==> src/rtl/pd_output_stage.sv <==
// Output stage after the PD controller: scale by arithmetic shift, clamp to a DAC window,
// optionally slew-limit against the last accepted code, then hand off with arm/finished.
module pd_output_stage #(
  parameter int unsigned IN_WIDTH       = 32,
  parameter int unsigned DAC_WIDTH      = 20,
  parameter int unsigned TIMEOUT_CYCLES = 1023
) (
  input  logic                        clk,
  input  logic                        reset,
  input  logic signed [IN_WIDTH-1:0]  i_pd_out,
  input  logic                        i_valid,
  input  logic        [4:0]           i_shift,
  input  logic signed [DAC_WIDTH-1:0] i_max,
  input  logic signed [DAC_WIDTH-1:0] i_min,
  input  logic        [DAC_WIDTH-1:0] i_max_step,
  input  logic                        i_dac_finished,
  output logic signed [DAC_WIDTH-1:0] o_dac_data,
  output logic                        o_dac_arm,
  output logic                        o_busy,
  output logic                        o_done,
  output logic                        o_clamped,
  output logic                        o_overrun,
  output logic                        o_timeout
);

  localparam int unsigned CntWidth = $clog2(TIMEOUT_CYCLES + 1);

  typedef enum logic [2:0] {StIdle, StShift, StClamp, StSlew, StArm} state_e;

  state_e state_q, state_d;

  logic                        valid_q;
  logic                        start;
  logic signed [IN_WIDTH-1:0]  value_q;
  logic        [4:0]           shift_q;
  logic signed [DAC_WIDTH-1:0] max_q, min_q, target_q, last_q, data_q;
  logic        [DAC_WIDTH-1:0] step_q;
  logic        [CntWidth-1:0]  cnt_q;
  logic                        arm_q, done_q, clamped_q, overrun_q, timeout_q;
  logic                        expired;

  assign start   = i_valid & ~valid_q;
  assign expired = (cnt_q == CntWidth'(TIMEOUT_CYCLES));

  // Clamp: upper bound first, lower bound second, so min wins on an inverted window.
  logic signed [IN_WIDTH-1:0]  max_ext, min_ext;
  logic                        hit_max, hit_min;
  logic signed [DAC_WIDTH-1:0] clamp_res;

  always_comb begin
    max_ext   = {{(IN_WIDTH - DAC_WIDTH){max_q[DAC_WIDTH-1]}}, max_q};
    min_ext   = {{(IN_WIDTH - DAC_WIDTH){min_q[DAC_WIDTH-1]}}, min_q};
    hit_max   = value_q > max_ext;
    hit_min   = hit_max ? (max_ext < min_ext) : (value_q < min_ext);
    clamp_res = value_q[DAC_WIDTH-1:0];
    if (hit_max) clamp_res = max_q;
    if (hit_min) clamp_res = min_q;
  end

  // Slew: delta needs one extra bit; the stepped result always lies between last and target.
  logic signed [DAC_WIDTH:0]   delta, mag;
  logic                        limit;
  logic signed [DAC_WIDTH-1:0] slew_res;

  always_comb begin
    delta    = {target_q[DAC_WIDTH-1], target_q} - {last_q[DAC_WIDTH-1], last_q};
    mag      = delta[DAC_WIDTH] ? -delta : delta;
    limit    = (step_q != '0) && (mag > {1'b0, step_q});
    slew_res = target_q;
    if (limit) slew_res = delta[DAC_WIDTH] ? (last_q - step_q) : (last_q + step_q);
  end

  always_comb begin
    state_d = state_q;
    case (state_q)
      StIdle:  if (start) state_d = StShift;
      StShift: state_d = StClamp;
      StClamp: state_d = StSlew;
      StSlew:  state_d = StArm;
      StArm:   if (i_dac_finished || expired) state_d = StIdle;
      default: state_d = StIdle;
    endcase
  end

  always_ff @(posedge clk) begin
    if (reset) state_q <= StIdle;
    else       state_q <= state_d;
  end

  always_ff @(posedge clk) begin
    if (reset) begin
      valid_q   <= 1'b1;
      value_q   <= '0;
      shift_q   <= '0;
      max_q     <= '0;
      min_q     <= '0;
      step_q    <= '0;
      target_q  <= '0;
      last_q    <= '0;
      data_q    <= '0;
      cnt_q     <= '0;
      arm_q     <= 1'b0;
      done_q    <= 1'b0;
      clamped_q <= 1'b0;
      overrun_q <= 1'b0;
      timeout_q <= 1'b0;
    end else begin
      valid_q <= i_valid;
      done_q  <= 1'b0;
      if (start && (state_q != StIdle)) overrun_q <= 1'b1;
      case (state_q)
        StIdle: begin
          if (start) begin
            value_q <= i_pd_out;
            shift_q <= i_shift;
            max_q   <= i_max;
            min_q   <= i_min;
            step_q  <= i_max_step;
          end
        end
        StShift: value_q <= value_q >>> shift_q;
        StClamp: begin
          target_q  <= clamp_res;
          clamped_q <= hit_max | hit_min;
        end
        StSlew: begin
          data_q <= slew_res;
          arm_q  <= 1'b1;
          cnt_q  <= '0;
        end
        StArm: begin
          if (i_dac_finished) begin
            arm_q  <= 1'b0;
            last_q <= data_q;
            done_q <= 1'b1;
          end else if (expired) begin
            arm_q     <= 1'b0;
            timeout_q <= 1'b1;
          end else begin
            cnt_q <= cnt_q + 1'b1;
          end
        end
        default: ;
      endcase
    end
  end

  assign o_dac_data = data_q;
  assign o_dac_arm  = arm_q;
  assign o_busy     = (state_q != StIdle);
  assign o_done     = done_q;
  assign o_clamped  = clamped_q;
  assign o_overrun  = overrun_q;
  assign o_timeout  = timeout_q;

endmodule

==> config.mk <==
export PLATFORM = sky130hd
export DESIGN_NAME = pd_output_stage
export DESIGN_NICKNAME = d
export VERILOG_FILES = /design/src/rtl/pd_output_stage.sv
export SDC_FILE = /design/constraint.sdc
export NUM_CORES = 1
export LEC_CHECK = 0
export BUFFER_PORTS_ARGS = -buffer_cell sky130_fd_sc_hd__buf_2
export CORE_AREA = 2 2 218 220
export CTS_CLUSTER_DIAMETER = 80
export DETAILED_ROUTE_END_ITERATION = 6
export DIE_AREA = 0 0 220 222
export PLACE_DENSITY_LB_ADDON = 0.2
export SYNTH_ARGS = -nofsm -noshare
export SYNTH_HDL_FRONTEND = slang
export SYNTH_SLANG_ARGS = --single-unit
==> constraint.sdc <==
create_clock -name clk -period 7.6 [get_ports clk]
set_clock_uncertainty 0.2 [all_clocks]
set_input_delay 0.76 -clock clk [delete_from_list [all_inputs] [get_ports clk]]
set_output_delay 0.76 -clock clk [all_outputs]
set_load 0.005 [all_outputs]
==> summary.md, run 1 <==
| Metric | Value |
|---|---|
| Setup TNS after final layout | 0 ns |
| WL/cell | 19.0 µm |
| Critical path depth | 22 |
| Most common cell in the synthesized netlist | nand2_1 |
| Overall Global Routing Usage | 0.197 |
| Min Tclk post-route | 6.24 ns |
| Clock Sinks | 176 |
| Worst-path clk slew | 0.08 ns |
| Cell row count | 79 |
| Ys async rst share | 0 |
| CTS max path bufs | 2 |
| Power share of the combinational group | 0.387 |
| Cell Int Power | 1870 µW |
| Clock root buffer | clkbuf_16 |
| Worst path buffer plus inverter count | 1 |
| IO buf count | 126 |
| Core area | 46300 µm² |
| Syn Area/Cell | 7.59 µm² |
| Power Dens Cells | 200 nW/µm² |
| Synth area leader | dfxtp_1 |
| LEAKAGE | 0.00641 µW |
| Diodes inserted | 0 |
| Clk_lat worst skew | 0.46 ns |
| Count of final setup violators | 0 |
| Initial cell density of the core | 0.299 |
| Vias | 13200 |
| Die area | 48800 µm² |
| CTS tree | built |
| R2R depth | 22 |
| Vias in the first global route | 12900 |
| First-pass GRT wire length | 74.4 mm |
| Critical-path cell list | inv_1 > ha_1 > fa_1 > nor2b_1 > o31a_1 > o22a_1 > a21bo_2 > o211ai_1 > and4_1 > or3_1 > a21o_1 > xnor2_1 > ha_1 > o2111ai_1 > a21oi_1 > o21ai_0 > a2111oi_0 > o31ai_1 > o21ai_0 > a21o_1 > o211ai_1 > a22o_1 |
| Max IR drop VDD | 0.139 mV |
| Slew at the pin with the worst max-slew slack | 1.10 ns |
| Switching Power | 1270 µW |
| Cells resized by post-CTS repair | 0 |
| Outcome | complete, no violations |
| Crit path kind | flop to flop |
| Final nets | 2144 |
| Initial antenna violation count | 0 |
| Post-synth EDFFs | 0 |
| # IOs | 127 |
| Post-route ant nets | 0 |
| Fin Hold WS | 0.253 ns |
| Clock power frac | 0.294 |
| Largest net degree at the start of global routing | 93 |
| H-tree depth | 4 |
| Post-Syn Instances | 1825 |
| Worst setup endpoint | o_dac_data[19]$_SDFFE_PP0P_ |
| CTS Hold Bufs | 0 |
| Worst min path class | flop to flop |
| CP delay by family, top | compound AO/OA/AOI/OAI gates |
| Max-slew headroom | 0.264 |
| RR Endpoint | o_dac_data[19]$_SDFFE_PP0P_ |
| Die height | 222 µm |
| FF+latch count, synth | 176 |
| Slew Limit Fails | 0 |
| RSZ-0062 raised after global routing | no |
| Die width | 220 µm |
| Synth area leaders | dfxtp_1 (25%), ha_1 (13%), nand2_1 (9.8%), a21oi_1 (5.7%), mux2i_1 (3.5%) |
| FF-to-FF setup slack | 1.36 ns |
| Setup Buffers After CTS | 0 |
| Syn Nets | 2072 |
| Placer Congestion | 0.881 |
| Drt total wl | 47.7 mm |
| Total global routing overflow | 0 |
| CTS Buf Count | 17 |
| Yosys top cell area share | 0.254 |
| Vias per cell | 5.23 |
| Post-DP HPWL | 36.6 mm |
| YS warnings | 0 |
| Area Growth Syn to Fin | 13.0% |
| CP required | 7.75 ns |
| CP Max Fanout | 20 |
| Sequential fraction of the synthesis area | 0.254 |
| Crit start category | flop |
| Synth Flop Type | dfxtp_1 |
| Syn Std Cell Area | 13900 µm² |
| Highest clock rate | 0.160 GHz |
| Max-Cap Viols | 0 |
| Fraction of layout instances using a drive strength above 1 | 0.128 |
| Synth top cells by count | nand2_1 (361), dfxtp_1 (176), a21oi_1 (158) |
| CP startpoint | target_q[0]$_SDFFE_PP0P_ |
| Fin crit share | 0.821 |
| Crit path max-delay cell type | a2111oi_0 |
| Sequential power share | 0.319 |
| Switching Fraction | 0.403 |
| Reg2Reg Launch Point | target_q[0]$_SDFFE_PP0P_ |
| Post-synth cell types | 75 |
| Drc violations | 0 |
| Initial drt markers | 745 |
| DRT Pass-1 Iters | 5 |
| WP data arrival | 6.40 ns |
| Crit-path max cell delay | 0.69 ns |
| Final Hold Fails | 0 |
| CP endpoint kind | flop |
## worst register-to-register path, cell delays in order, from the launching register on
cell and delay [ns]:
dfxtp_1 0.33, inv_1 0.06, ha_1 0.22, fa_1 0.41, nor2b_1 0.17, o31a_1 0.22, o22a_1 0.23, a21bo_2 0.20
o211ai_1 0.17, and4_1 0.29, or3_1 0.64, a21o_1 0.27, xnor2_1 0.13, ha_1 0.35, o2111ai_1 0.20, a21oi_1 0.16
o21ai_0 0.24, a2111oi_0 0.69, o31ai_1 0.24, o21ai_0 0.30, a21o_1 0.13, o211ai_1 0.08, a22o_1 0.19
## sequential cells by signal (all words and copies together), names as in the netlist
name / count
cnt_q: 10
last_q: 20
max_q: 20
min_q: 20
o_clamped: 1
o_dac_arm: 1
o_dac_data: 20
o_done: 1
o_overrun: 1
o_timeout: 1
shift_q: 5
state_q: 3
step_q: 20
target_q: 20
valid_q: 1
value_q: 32
## cells by family (layout without fill, tap and decap cells)
family                     Yosys count  count (layout)  synth area share
muxes                               91              91            0.0801
and+or+nand+nor                    689             689             0.222
adders and majority gates          146             146             0.133
xor gates and xnor gates            65              65            0.0416
AOI/OAI and AO/OA                  460             460             0.213
buffers and inverters              198             283            0.0559
DFF                                176             176             0.254
## power groups by stage
stage	clock (µW)	sequential [µW]	combinational, µW
floorplan	0	998	901
global placement	0	1020	1200
detailed placement	0	1020	1210
CTS	952	1000	1210
global route	990	1010	1330
finish	922	1000	1210
## layout make-up
| type | count | area [µm²] |
|---|---|---|
| Fill cell | 5023 | 30600 |
| Multi-Input combinational cell | 1451 | 9590 |
| Sequential cell | 176 | 3520 |
| Timing Repair Buffer | 146 | 783 |
| Tap cell | 607 | 759 |
| Clock buffer | 17 | 425 |
| Inverter | 105 | 394 |
| Clock inverter | 15 | 179 |
## placed cells by master (no fill, tap or decap), drive strengths merged, types with 17 or more instances in the layout
| master | instances |
|---|---|
| dfxtp | 176 |
| buf | 146 |
| xnor2 | 47 |
| mux2i | 49 |
| a21o | 32 |
| clkbuf | 17 |
| inv | 111 |
| a221o | 17 |
| xor2 | 18 |
| a211oi | 27 |
| o211ai | 22 |
| nand2 | 361 |
| nor3 | 43 |
| mux2 | 29 |
| o21ai | 103 |
| a21oi | 158 |
| nor2b | 20 |
| ha | 144 |
| nor2 | 126 |
| nand3 | 34 |
## per-stage QoR
stage	instance area [µm²]	util	total power (µW)	instances	worst slack [ns]
floorplan	13900	-	1900	1825	2.29
global route	15700	0.338	3330	2517	0.874
finish	15700	0.338	3140	2517	1.36
global placement	15100	0.325	2220	2485	1.54
CTS	15700	0.338	3170	2517	1.40
detailed placement	15100	0.325	2230	2485	1.42
## worst min-delay path by stage
| stage | startpoint | endpoint | slack [ns] | cells after the start |
|---|---|---|---|---|
| 2_1_floorplan | target_q[0]$_SDFFE_PP0P_ | target_q[0]$_SDFFE_PP0P_ | 0.23 | 2 |
| 6_report | target_q[0]$_SDFFE_PP0P_ | target_q[0]$_SDFFE_PP0P_ | 0.25 | 2 |
| 4_1_cts | target_q[0]$_SDFFE_PP0P_ | target_q[0]$_SDFFE_PP0P_ | 0.26 | 2 |
| 5_1_grt | i_valid | valid_q$_SDFF_PP1_ | 0.29 | 2 |
| 3_5_place_dp | target_q[0]$_SDFFE_PP0P_ | target_q[0]$_SDFFE_PP0P_ | 0.25 | 2 |
| 3_3_place_gp | target_q[0]$_SDFFE_PP0P_ | target_q[0]$_SDFFE_PP0P_ | 0.24 | 2 |
## per-layer routing
metal	track usage	up-vias	wire (µm)
met5	0	-	0
met4	0.0524	0	957
met3	0.0273	42	1400
met2	0.349	207	23800
met1	0.249	6288	21500
li1	-	6624	-
(Power assumes the default switching activity.)
==> run 2: changes to the inputs <==
==> constraint.sdc (replaced) <==
create_clock -name clk -period 5.34 [get_ports clk]
set_clock_uncertainty 0.2 [all_clocks]
set_input_delay 0.534 -clock clk [delete_from_list [all_inputs] [get_ports clk]]
set_output_delay 0.534 -clock clk [all_outputs]
set_load 0.005 [all_outputs]
==> summary.md, run 2 (same netlist as run 1, synthesis figures left out) <==
| Metric | Value |
|---|---|
| CP Max Fanout | 5 |
| WL/cell | 19.1 µm |
| Fin area | 16400 µm² |
| Worst hold start | i_valid |
| Post-route ant nets | 0 |
| Die width | 220 µm |
| Initial antenna violation count | 0 |
| Power Dens Cells | 288 nW/µm² |
| Max IR drop VDD | 0.191 mV |
| Die area | 48800 µm² |
| CP startpoint | target_q[2]$_SDFFE_PP0P_ |
| Clock power frac | 0.275 |
| Final nets | 2214 |
| Min Tclk post-route | 5.16 ns |
| Fin crit share | 0.967 |
| Slew Limit Fails | 0 |
| R2R depth | 24 |
| Clock root buffer | clkbuf_16 |
| Vias | 13500 |
| CP required | 5.49 ns |
| Total global routing overflow | 0 |
| Area Growth Syn to Fin | 18.7% |
| Clk_lat worst skew | 0.47 ns |
| LEAKAGE | 0.00682 µW |
| Setup ws final | 0.177 ns |
| Die height | 222 µm |
| Vias in the first global route | 13200 |
| First-pass GRT wire length | 76.1 mm |
| Placer Congestion | 0.910 |
| Count of final setup violators | 0 |
| Largest net degree at the start of global routing | 93 |
| Reg2Reg Launch Point | target_q[2]$_SDFFE_PP0P_ |
| Overall Global Routing Usage | 0.201 |
| Placed Area | 15500 µm² |
| Final core occ | 0.355 |
| Max-Cap Viols | 0 |
| Outcome | complete, no violations |
| Drt total wl | 49.3 mm |
| Cell Int Power | 2950 µW |
| Switching Fraction | 0.378 |
| Crit path kind | flop to flop |
| Fraction of layout instances using a drive strength above 1 | 0.176 |
| Worst-path clk slew | 0.08 ns |
| Crit start category | flop |
| Biggest register | value_q |
| Power share of the combinational group | 0.424 |
| CTS tree | built |
| Sequential power share | 0.301 |
| CP endpoint kind | flop |
| Max-slew headroom | 0.255 |
| DP Worst Slack | -0.163 ns |
| CTS Buf Count | 17 |
| Most common cell after layout, fill and taps aside | nand2_1 |
| IO buf count | 126 |
| Switching Power | 1790 µW |
| Vias per cell | 5.23 |
| Drc violations | 0 |
| Final Hold Fails | 0 |
| H-tree depth | 4 |
| Slew at the pin with the worst max-slew slack | 1.12 ns |
| Post-DP HPWL | 38.5 mm |
| Power Total | 4740 µW |
| Initial drt markers | 747 |
| # IOs | 127 |
| Core area | 46300 µm² |
| Diodes inserted | 0 |
| Cell row count | 79 |
| Worst min path class | input port to flop |
| CTS max path bufs | 2 |
| WHS Path Cells | 2 |
| Highest clock rate | 0.194 GHz |
| Clock Sinks | 176 |
| Initial cell density of the core | 0.299 |
| DRT Pass-1 Iters | 7 |
| WP data arrival | 5.31 ns |
| Most frequent cells in the layout | nand2_1 (360), dfxtp_1 (174), a21oi_1 (151), ha_1 (141) |
| Max reg flops | 32 |
run 2: cell types whose count changed in the layout (fill, tap and decap cells not counted), sizes merged:
cell,previous run,this run
buf,146,214
bufinv,0,2
clkbuf,17,20
clkinv,9,11
clkinvlp,0,2
inv,111,104
run 2: final cells by class:
| type | instances | area [µm²] |
|---|---|---|
| Fill cell | 4979 | 29800 |
| Multi-Input combinational cell | 1451 | 9800 |
| Sequential cell | 176 | 3530 |
| Timing Repair Buffer | 216 | 1380 |
| Tap cell | 607 | 759 |
| Clock buffer | 18 | 429 |
| Inverter | 105 | 394 |
| Clock inverter | 14 | 163 |
run 2: what timing repair did:
item,CTS,global route
pin swaps,1,25
gates resized for setup,4,51
buffers inserted,1,8
setup endpoints to repair,19,20
cloned,0,2
hold buffers,0,0
run 2: per-layer routing:
| layer | global-route usage | wire length (µm) | up-vias |
|---|---|---|---|
| met1 | 0.259 | 22200 | 6437 |
| met5 | 0 | 0 | - |
| li1 | - | - | 6762 |
| met3 | 0.0259 | 1590 | 53 |
| met4 | 0.0565 | 1050 | 0 |
| met2 | 0.349 | 24500 | 279 |
run 2: worst max-delay path: stages (launching register included):
cell and delay [ns]:
dfxtp_1 0.46, ha_4 0.25, nor2b_2 0.15, o31a_1 0.32, o22a_1 0.22, a21bo_2 0.23
o211ai_1 0.21, and4_1 0.27, buf_6 0.13, nor3_4 0.04, buf_6 0.15, buf_4 0.16
a21oi_4 0.11, xnor2_1 0.13, ha_1 0.25, and4_1 0.16, and2_1 0.17, o21ai_1 0.09
a31oi_1 0.10, a211oi_1 0.18, nor2_1 0.06, o211a_1 0.22, or2_4 0.30, buf_6 0.15
a311o_1 0.33
run 2: path summary, 6_finish.rpt:
path / slack (ns) / endpoint
setup / recovery: 0.18 / o_dac_data[1]$_SDFFE_PP0P_
setup reg to reg: 0.18 / o_dac_data[1]$_SDFFE_PP0P_
hold reg to reg: 0.25 / target_q[0]$_SDFFE_PP0P_
hold / removal: 0.06 / valid_q$_SDFF_PP1_
run 2: metrics by stage:
step,setup TNS (ns),hold WS [ns],std cells
floorplan,0,0.228,1825
global placement,-0.306,0.246,2544
detailed placement,-2.47,0.241,2544
CTS,0,0.0279,2577
global route,-0.0265,0.0438,2587
finish,0,0.0569,2587
run 2: power by group through the flow:
stage | logic [µW] | registers, µW | clock network [µW]
finish | 2010 | 1430 | 1300
global route | 2190 | 1430 | 1390
CTS | 1810 | 1430 | 1340
detailed placement | 1790 | 1460 | 0
global placement | 1780 | 1460 | 0
floorplan | 1280 | 1420 | 0
==> run 3: changes to the inputs <==
--- a/config.mk
+++ b/config.mk
@@ -6,10 +6,13 @@
 export NUM_CORES = 1
 export LEC_CHECK = 0
 export BUFFER_PORTS_ARGS = -buffer_cell sky130_fd_sc_hd__buf_2
+export CELL_PAD_IN_SITES_DETAIL_PLACEMENT = 1
+export CELL_PAD_IN_SITES_GLOBAL_PLACEMENT = 1
 export CORE_AREA = 2 2 218 220
 export CTS_CLUSTER_DIAMETER = 80
 export DETAILED_ROUTE_END_ITERATION = 6
 export DIE_AREA = 0 0 220 222
+export GPL_TIMING_DRIVEN = 1
 export PLACE_DENSITY_LB_ADDON = 0.2
 export SYNTH_ARGS = -nofsm -noshare
 export SYNTH_HDL_FRONTEND = slang
==> summary.md, run 3 (same netlist as run 1, synthesis figures left out) <==
| Metric | Value |
|---|---|
| Outcome | complete, no violations |
| Fin crit share | 0.964 |
| IO buf count | 126 |
| Initial drt markers | 592 |
| Critical path depth | 23 |
| Most frequent cells in the layout | nand2_1 (361), dfxtp_1 (175), a21oi_1 (152), ha_1 (142), nor2_1 (126) |
| Power Total | 4720 µW |
| Max reg flops | 32 |
| Worst-path clk slew | 0.07 ns |
| Crit path kind | flop to flop |
| Vias per cell | 5.27 |
| WL/cell | 20.2 µm |
| Fillcell total | 5723 |
| Count of final setup violators | 0 |
| WP data arrival | 5.33 ns |
| WHS Path Cells | 3 |
| H-tree depth | 4 |
| Fraction of layout instances using a drive strength above 1 | 0.185 |
| Final Hold Fails | 0 |
| Slew Limit Fails | 0 |
| Footprint of the multi-input gates | 9790 µm² |
| CTS Buf Count | 17 |
| Crit-path max cell delay | 0.44 ns |
| Biggest register | value_q |
| Placed Area | 15700 µm² |
| Max-Cap Viols | 0 |
| Clock Sinks | 176 |
| DRT Pass-1 Iters | 5 |
| Storage cell area | 3520 µm² |
| Initial antenna violation count | 0 |
| Area Growth Syn to Fin | 20.0% |
| CP endpoint kind | flop |
| Clk_lat worst skew | 0.50 ns |
| Worst path buffer plus inverter count | 5 |
| CP Max Fanout | 4 |
| Max IR drop VDD | 0.213 mV |
| Total global routing overflow | 0 |
| Slew at the pin with the worst max-slew slack | 1.10 ns |
| Post-Place Cells | 2576 |
| CP most frequent cell | buf_4 |
| Highest clock rate | 0.194 GHz |
| Post-route ant nets | 0 |
| Power Dens Cells | 284 nW/µm² |
| Fin Hold WS | 0.0671 ns |
| Crit start category | flop |
| Drt total wl | 52.7 mm |
| Drc violations | 0 |
| Vias | 13800 |
| Die width | 220 µm |
| CTS max path bufs | 2 |
| R2R depth | 23 |
| Fin area | 16600 µm² |
| Max-slew headroom | 0.264 |
| Min Tclk post-route | 5.15 ns |
| Worst hold start | i_shift[2] |
| Most common cell after layout, fill and taps aside | nand2_1 |
| Clock root buffer | clkbuf_16 |
| Initial cell density of the core | 0.299 |
| Final Non-Filler Cells | 2616 |
| Largest net degree at the start of global routing | 75 |
| Core area | 46300 µm² |
| Reg2Reg Launch Point | last_q[2]$_SDFFE_PP0P_ |
| Critical-path cell list | inv_1 > ha_1 > nor2b_2 > o31a_1 > o22a_1 > a21bo_2 > o211ai_1 > and4_1 > buf_4 > nor3_4 > buf_6 > mux2i_4 > buf_4 > fa_1 > a21o_1 > a21oi_2 > o21a_1 > o211ai_1 > buf_4 > and3_1 > o21ai_0 > a211oi_1 > a221o_1 |
| Cell row count | 79 |
| # IOs | 127 |
| Vias in the first global route | 14400 |
| CP required | 5.52 ns |
| Final nets | 2245 |
| Post-DP HPWL | 41.9 mm |
| Diodes inserted | 0 |
| LEAKAGE | 0.00694 µW |
| Overall Global Routing Usage | 0.219 |
| Worst min path class | input port to flop |
| CP delay by family, top | compound AO/OA/AOI/OAI gates |
| Die area | 48800 µm² |
| CP startpoint | last_q[2]$_SDFFE_PP0P_ |
| CTS tree | built |
| Die height | 222 µm |
| Placer Congestion | 0.885 |
| Crit path max-delay cell type | fa_1 |
| First-pass GRT wire length | 81.9 mm |
run 3: cell count changes in the layout (fill, tap and decap cells not counted), sizes merged:
cell         change
buf             +32
clkinv           -2
clkinvlp         -2
bufinv           +1
clkbuf           -1
dlygate4sd3      +1
run 3: through the flow:
| stage | setup WS [ns] | TNS [ns] | utilization |
|---|---|---|---|
| floorplan | 0.0282 | 0 | - |
| global placement | 0.00184 | 0 | 0.340 |
| detailed placement | -0.158 | -0.980 | 0.340 |
| CTS | 0.0166 | 0 | 0.354 |
| global route | -0.0637 | -0.778 | 0.359 |
| finish | 0.192 | 0 | 0.359 |
run 3: path summary, 6_finish.rpt:
path                                 endpoint  slack (ns)
setup / recovery  o_dac_data[16]$_SDFFE_PP0P_        0.19
hold / removal        shift_q[2]$_SDFFE_PP0P_        0.07
setup reg to reg  o_dac_data[16]$_SDFFE_PP0P_        0.19
hold reg to reg       step_q[13]$_SDFFE_PP0P_        0.26
run 3: where the power goes:
| group | leakage [µW] | switching (µW) | internal (µW) |
|---|---|---|---|
| Clock | 0.000298 | 580 | 750 |
| Sequential | 0.00143 | 70.4 | 1350 |
| Combinational | 0.00521 | 1120 | 849 |
| Total | 0.00694 | 1770 | 2950 |
run 3: layout make-up:
type	count	share of cell area
repair buffers	247	0.0942
flip-flops and latches	176	0.212
inverters	105	0.0237
clock buffers	19	0.0272
well taps	607	0.0457
multi-input cells	1451	0.589
clock inverters	11	0.00828
run 3: per-layer routing:
layer  GRT usage  wire, µm
met1       0.261     22900
met2       0.402     27600
met3      0.0332      1220
met4      0.0595      1010
met5           0         0
run 3: worst min-delay path: stages:
cell and delay [ns]:
buf_2 0.09, nand2_1 0.04, a21oi_1 0.05
run 3: timing repair:
item,CTS,global route
setup endpoints to repair,18,20
pin swaps,2,24
buffers inserted,0,9
resized for setup,6,45
hold endpoints to repair,1,0
hold buffers,1,0
